--- config.mk ---
export PLATFORM = sky130hd
export DESIGN_NAME = lcd_hd44780_responder
export DESIGN_NICKNAME = d
export VERILOG_FILES = /design/src/rtl/mini_cpu_lcd_pkg.sv /design/src/rtl/lcd_addr_step.sv /design/src/rtl/lcd_hd44780_responder.sv
export SDC_FILE = /design/constraint.sdc
export NUM_CORES = 1
export LEC_CHECK = 0
export ABC_AREA = 0
export CAP_MARGIN = 20
export CORE_MARGIN = 3
export CORE_UTILIZATION = 60
export DETAILED_ROUTE_END_ITERATION = 8
export PLACE_DENSITY_LB_ADDON = 0.1
export SLEW_MARGIN = 20
export SYNTH_ARGS = -nofsm -noshare
export SYNTH_HDL_FRONTEND = slang
export SYNTH_HIERARCHICAL = 1
export SYNTH_SLANG_ARGS = --single-unit
--- constraint.sdc ---
create_clock -name clk -period 3.47 [get_ports clk]
set_input_delay 0.694 -clock clk [delete_from_list [all_inputs] [get_ports clk]]
set_output_delay 0.694 -clock clk [all_outputs]
set_load 0.02 [all_outputs]
--- src/rtl/mini_cpu_lcd_pkg.sv ---
// Shared definitions for the HD44780-style LCD bus responder: command classes,
// DDRAM geometry, blank character and error flag positions.
package mini_cpu_lcd_pkg;

   localparam logic [7:0] CMD_CLEAR   = 8'h01;
   localparam logic [7:0] CMD_HOME    = 8'h02;
   localparam logic [7:0] CMD_ENTRY   = 8'h04;
   localparam logic [7:0] CMD_DISPCTL = 8'h08;
   localparam logic [7:0] CMD_SHIFT   = 8'h10;
   localparam logic [7:0] CMD_FUNC    = 8'h20;
   localparam logic [7:0] CMD_CGRAM   = 8'h40;
   localparam logic [7:0] CMD_DDRAM   = 8'h80;

   localparam logic [6:0] LINE0_BASE = 7'h00;
   localparam logic [6:0] LINE1_BASE = 7'h40;
   localparam logic [6:0] LINE0_LAST = 7'h27;
   localparam logic [6:0] LINE1_LAST = 7'h67;
   localparam int         LINE_LEN   = 16;
   localparam int         NUM_CELLS  = 2 * LINE_LEN;

   localparam logic [7:0] CHAR_BLANK = 8'h20;

   localparam int ERR_BUSY   = 0;
   localparam int ERR_RW     = 1;
   localparam int ERR_UNINIT = 2;

   typedef enum logic [3:0] {
      CMDC_NOP,
      CMDC_CLEAR,
      CMDC_HOME,
      CMDC_ENTRY,
      CMDC_DISPCTL,
      CMDC_SHIFT,
      CMDC_FUNC,
      CMDC_CGRAM,
      CMDC_DDRAM
   } cmd_class_e;

   // The highest set bit of an instruction byte selects its class.
   function automatic cmd_class_e cmd_decode(input logic [7:0] d);
      if ((d & CMD_DDRAM) != 8'h00)   return CMDC_DDRAM;
      if ((d & CMD_CGRAM) != 8'h00)   return CMDC_CGRAM;
      if ((d & CMD_FUNC) != 8'h00)    return CMDC_FUNC;
      if ((d & CMD_SHIFT) != 8'h00)   return CMDC_SHIFT;
      if ((d & CMD_DISPCTL) != 8'h00) return CMDC_DISPCTL;
      if ((d & CMD_ENTRY) != 8'h00)   return CMDC_ENTRY;
      if ((d & CMD_HOME) != 8'h00)    return CMDC_HOME;
      if ((d & CMD_CLEAR) != 8'h00)   return CMDC_CLEAR;
      return CMDC_NOP;
   endfunction

endpackage

--- src/rtl/lcd_addr_step.sv ---
// Next DDRAM address for a one-position cursor move, wrapping between the
// ends of the two 40-character display lines.
module lcd_addr_step
   import mini_cpu_lcd_pkg::*;
(
   input  logic [6:0] addr,
   input  logic       dir,
   output logic [6:0] addr_next
);

   always_comb begin
      addr_next = addr;
      if (dir) begin
         case (addr)
            LINE0_LAST: addr_next = LINE1_BASE;
            LINE1_LAST: addr_next = LINE0_BASE;
            default:    addr_next = addr + 7'd1;
         endcase
      end else begin
         case (addr)
            LINE0_BASE: addr_next = LINE1_LAST;
            LINE1_BASE: addr_next = LINE0_LAST;
            default:    addr_next = addr - 7'd1;
         endcase
      end
   end

endmodule

--- src/rtl/lcd_hd44780_responder.sv ---
// Decodes HD44780-style enable strobes into commands and character writes,
// mirroring a 2x16 display with emulated busy time and sticky protocol errors.
module lcd_hd44780_responder
   import mini_cpu_lcd_pkg::*;
#(
   parameter int BUSY_SHORT = 2000,
   parameter int BUSY_LONG  = 82000
) (
   input  logic       clk,
   input  logic       reset_n,
   input  logic       lcd_rs,
   input  logic       lcd_en,
   input  logic       lcd_rw,
   input  logic [7:0] lcd_data,
   input  logic [4:0] rd_addr,
   output logic [7:0] rd_data,
   output logic [6:0] cursor_addr,
   output logic       display_on,
   output logic       initialized,
   output logic       busy,
   output logic       evt_valid,
   output logic       evt_rs,
   output logic [7:0] evt_data,
   output logic [2:0] err
);

   localparam int CNT_W = $clog2(BUSY_LONG + 1);

   logic             en_q, rs_q, rw_q;
   logic [7:0]       data_q;
   logic [7:0]       cells_q [NUM_CELLS];
   logic [7:0]       cells_d [NUM_CELLS];
   logic [6:0]       cursor_q, cursor_d;
   logic             id_q, id_d;
   logic             disp_q, disp_d;
   logic             init_q, init_d;
   logic [CNT_W-1:0] busy_cnt_q, busy_cnt_d;
   logic             evt_valid_q, evt_valid_d;
   logic             evt_rs_q, evt_rs_d;
   logic [7:0]       evt_data_q, evt_data_d;
   logic [2:0]       err_q, err_d;
   logic [7:0]       rd_data_q, rd_data_d;

   logic             strobe, busy_block, accept;
   logic             step_dir;
   logic [6:0]       step_addr;
   logic [4:0]       wr_idx;

   assign strobe = en_q & ~lcd_en;
   // The counter reaching zero on this very edge frees the controller, so a
   // strobe landing exactly BUSY_x cycles after the previous one is accepted.
   assign busy_block = (busy_cnt_q > CNT_W'(1));
   assign accept     = strobe & ~rw_q & ~busy_block;
   assign step_dir   = rs_q ? id_q : data_q[2];
   assign wr_idx     = {cursor_q[6], cursor_q[3:0]};

   lcd_addr_step u_step (
      .addr      (cursor_q),
      .dir       (step_dir),
      .addr_next (step_addr)
   );

   always_comb begin
      cells_d     = cells_q;
      cursor_d    = cursor_q;
      id_d        = id_q;
      disp_d      = disp_q;
      init_d      = init_q;
      busy_cnt_d  = (busy_cnt_q != '0) ? busy_cnt_q - CNT_W'(1) : '0;
      evt_valid_d = 1'b0;
      evt_rs_d    = evt_rs_q;
      evt_data_d  = evt_data_q;
      err_d       = err_q;
      rd_data_d   = cells_q[rd_addr];

      if (strobe && rw_q)
         err_d[ERR_RW] = 1'b1;
      if (strobe && !rw_q && busy_block)
         err_d[ERR_BUSY] = 1'b1;

      if (accept) begin
         evt_valid_d = 1'b1;
         evt_rs_d    = rs_q;
         evt_data_d  = data_q;
         busy_cnt_d  = CNT_W'(BUSY_SHORT);
         if (rs_q) begin
            if (!init_q)
               err_d[ERR_UNINIT] = 1'b1;
            // Only the 16 visible columns of each line are mirrored.
            if (cursor_q[5:4] == 2'b00)
               cells_d[wr_idx] = data_q;
            cursor_d = step_addr;
         end else begin
            case (cmd_decode(data_q))
               CMDC_DDRAM:   cursor_d = data_q[6:0];
               CMDC_CGRAM:   ;
               CMDC_FUNC:    if (data_q[4]) init_d = 1'b1;
               CMDC_SHIFT:   if (!data_q[3]) cursor_d = step_addr;
               CMDC_DISPCTL: disp_d = data_q[2];
               CMDC_ENTRY:   id_d = data_q[1];
               CMDC_HOME: begin
                  cursor_d   = LINE0_BASE;
                  busy_cnt_d = CNT_W'(BUSY_LONG);
               end
               CMDC_CLEAR: begin
                  for (int i = 0; i < NUM_CELLS; i++)
                     cells_d[i] = CHAR_BLANK;
                  cursor_d   = LINE0_BASE;
                  id_d       = 1'b1;
                  busy_cnt_d = CNT_W'(BUSY_LONG);
               end
               CMDC_NOP:     ;
               default:      ;
            endcase
         end
      end
   end

   always_ff @(posedge clk or negedge reset_n) begin
      if (!reset_n) begin
         en_q        <= 1'b0;
         rs_q        <= 1'b0;
         rw_q        <= 1'b0;
         data_q      <= 8'h00;
         for (int i = 0; i < NUM_CELLS; i++)
            cells_q[i] <= CHAR_BLANK;
         cursor_q    <= LINE0_BASE;
         id_q        <= 1'b1;
         disp_q      <= 1'b0;
         init_q      <= 1'b0;
         busy_cnt_q  <= '0;
         evt_valid_q <= 1'b0;
         evt_rs_q    <= 1'b0;
         evt_data_q  <= 8'h00;
         err_q       <= 3'b000;
         rd_data_q   <= 8'h00;
      end else begin
         en_q        <= lcd_en;
         rs_q        <= lcd_rs;
         rw_q        <= lcd_rw;
         data_q      <= lcd_data;
         cells_q     <= cells_d;
         cursor_q    <= cursor_d;
         id_q        <= id_d;
         disp_q      <= disp_d;
         init_q      <= init_d;
         busy_cnt_q  <= busy_cnt_d;
         evt_valid_q <= evt_valid_d;
         evt_rs_q    <= evt_rs_d;
         evt_data_q  <= evt_data_d;
         err_q       <= err_d;
         rd_data_q   <= rd_data_d;
      end
   end

   assign rd_data     = rd_data_q;
   assign cursor_addr = cursor_q;
   assign display_on  = disp_q;
   assign initialized = init_q;
   assign busy        = (busy_cnt_q != '0);
   assign evt_valid   = evt_valid_q;
   assign evt_rs      = evt_rs_q;
   assign evt_data    = evt_data_q;
   assign err         = err_q;

endmodule

==> run metrics <==
status complete, no violations; total clock buffers created by CTS 34; pwr/cell area between 400 and 500 nW/um^2; Sw Share 22.0%; Synth Area per Inst 12.4 um^2; Initial DRT Pass Iterations 5; Root Driver clkbuf_16; commonest cells after routing, fill and taps aside dfrtp_1 (281), o2bb2ai_1 (224), nand2_1 (130); Final Cycle Share 87.1%; most common cell after layout, fill and taps aside dfrtp_1; Pint approximately 5.9 mW; GR Overflow Total 0; Critical R2R Capture cells_q[218]$_DFFE_PN0P_; post-synthesis sequential area ratio a little over half; CP required 2780 ps; # setup viols final 0; P_leak roughly 7.2 nW; combinational power share 4.2%; clock sink count 315; post-synthesis cell area 14,700 um^2; CP Class flip-flop to output port; cts hold-fix bufs 0; CP Capture Type output port; largest net degree at the start of global routing between 70 and 80; unrepaired setup endpoints after global routing false; switching power 1.68 mW; H-tree depth 2; clock-pin slew on the worst setup and hold paths 60 ps; Tmin final 3020 ps; Starting Density about three fifths; vias per inst 6.66; number of diodes 0; cells after synthesis 1,180; Max Cap Violations 0; Clk pwr share 47.1%; # DRC 0; cell row count 56; end of the critical path busy; antenna violations before repair 1; post-synth cell types 66; vias in the first global route 10,710; Std-Cell Core Area around 24,000 um^2; final hold vios 0; DRT antenna net count 0; CTS tree built; first-pass GRT wire length roughly 63,000 um; Flop pwr share 48.7%; Fin Hold WS 165 ps; Ports 49; Net Count, Synth around 1,200; via count 10,490; drt total wl 39,300 um; FF-to-FF path depth 6; Worst R2R Setup Slack 720 ps; share of flip-flops with an asynchronous set or reset 100%; crit-path max FO 4; full die area between 20,000 and 30,000 um^2; Critical Path AT approximately 2300 ps; post-CTS setup buffers 0; measured slew at the worst slew-check pin 816 ps; Clock Skews 15.1 ps; Main synth FF type dfrtp_1; WL/cell 24.9 um; post-CTS sizing 0; Clk Latency, worst-skew pair 510 ps; Hold WC Path Type input port to async pin; post-synthesis register bit count ~320; yosys warns 6; CP Launch Point busy_cnt_q[8]$_DFF_PN0_; launch point of the worst reg-to-reg path data_q[3]$_DFF_PN0_; gpl congestion 0.858; Post-synth EDFFs 0; die width 162 um; DIE HEIGHT between 150 and 200 um; maximum clock frequency 331 MHz; Initial DRC Count 1,102; GRT Resource Usage Total 30.9%; CP Launch Type flip-flop; Final Max Slew Viols 0; Worst VDD drop 0.457 mV; ratio of cells with drive above 1 in the final layout 20.0%; Worst slew margin between 40% and 50%; PortBufs 48; placed wire-length estimate 24,800 um; P&R area growth vs syn 14.2%; setup TNS 0 ps; CTS Buffer Depth 3; # nets final 1,255
-- worst max-delay path, cell delays in order (launching register included) --
cell	delay (ps)
dfrtp_1	390
nor3_1	480
and3_1	280
nand2_1	120
clkdlybuf4s50_1	560
-- layout make-up --
type,count,area (um^2)
Clock buffer,50,992
Clock inverter,11,111
Fill cell,1635,7010
Sequential cell,315,7930
Multi-Input combinational cell,739,6230
Inverter,46,173
Timing Repair Buffer,96,916
Tap cell,319,399
-- kinds of logic (layout without fill, tap and decap cells) --
group / after synthesis / in the layout / synth area share (%)
AO/OA/AOI/OAI: 345 / 345 / 19.8
XOR/XNOR: 14 / 14 / 0.836
adder cells (fa/ha/maj): 5 / 5 / 0.427
buffers and inverters: 126 / 203 / 3.63
flip-flops: 315 / 315 / 54.0
multiplexers: 100 / 100 / 11.1
AND/OR/NAND/NOR: 275 / 275 / 10.2
-- power groups by stage --
stage	clock network [mW]	logic (mW)	registers (mW)
after floorplan	0	0.155	3.77
after global placement	0	0.318	3.77
after detailed placement	0	0.322	3.77
after CTS	3.62	0.323	3.71
after global routing	3.78	0.348	3.70
final	3.58	0.320	3.71
-- cell usage after synthesis, types with 9 or more instances --
library cell	count	area, um^2
dfrtp_1	282	7060
a21oi_1	15	75.1
inv_1	46	173
mux2i_1	33	330
a2bb2oi_1	33	289
nor2b_1	13	81.3
a211oi_1	10	75.1
nor2_1	36	135
o2bb2ai_1	224	1960
nand3_2	30	300
clkbuf_1	46	173
mux4_2	48	1080
nand2_1	130	488
a22oi_1	9	67.6
mux2_2	19	214
buf_2	21	105
dfstp_2	33	867
nand4_1	9	56.3
o21ai_0	10	50.1
-- metal layers --
metal / GRT usage, % / up-vias / part of all wire (%)
met5: 0 / - / 0.033
met4: 8.38 / 2 / 2.4
met3: 6.00 / 66 / 7.9
met2: 45.6 / 455 / 45
met1: 47.7 / 5369 / 44
li1: - / 4598 / -
-- worst min-delay path by stage --
stage | from | end | slack, ps | cells after the start
after detailed placement | cells_q[101]$_DFFE_PN1P_ | cells_q[101]$_DFFE_PN1P_ | 450 | 2
final | reset_n | evt_data[7]$_DFFE_PN0P_ | 160 | 1
after global placement | cells_q[125]$_DFFE_PN1P_ | cells_q[125]$_DFFE_PN1P_ | 450 | 2
after floorplan | reset_n | busy_cnt_q[0]$_DFF_PN0_ | 400 | 0
after CTS | reset_n | evt_data[7]$_DFFE_PN0P_ | 190 | 1
after global routing | reset_n | busy_cnt_q[1]$_DFF_PN0_ | 190 | 1
-- metrics by stage --
step           total power [mW]  std cells  worst slack (ps)  cell area, um^2  utilization (%)
2_1_floorplan              3.92       1180               709            14700                -
3_3_place_gp               4.09       1515               666            15600             65.8
3_5_place_dp               4.09       1515               607            15600             65.8
4_1_cts                    7.65       1576               419            16700             70.5
5_1_grt                    7.83       1576               272            16700             70.5
6_report                   7.61       1576               447            16700             70.5
-- registers in the layout (all words and copies together) (netlist names) --
| signal | count |
|---|---|
| cells_q | 256 |
| busy_cnt_q | 17 |
| data_q | 8 |
| evt_data | 8 |
| rd_data | 8 |
| cursor_addr | 7 |
| err | 3 |
| display_on | 1 |
| en_q | 1 |
| evt_rs | 1 |
| evt_valid | 1 |
| id_q | 1 |
| initialized | 1 |
| rs_q | 1 |
| rw_q | 1 |
(Power assumes the default switching activity.)
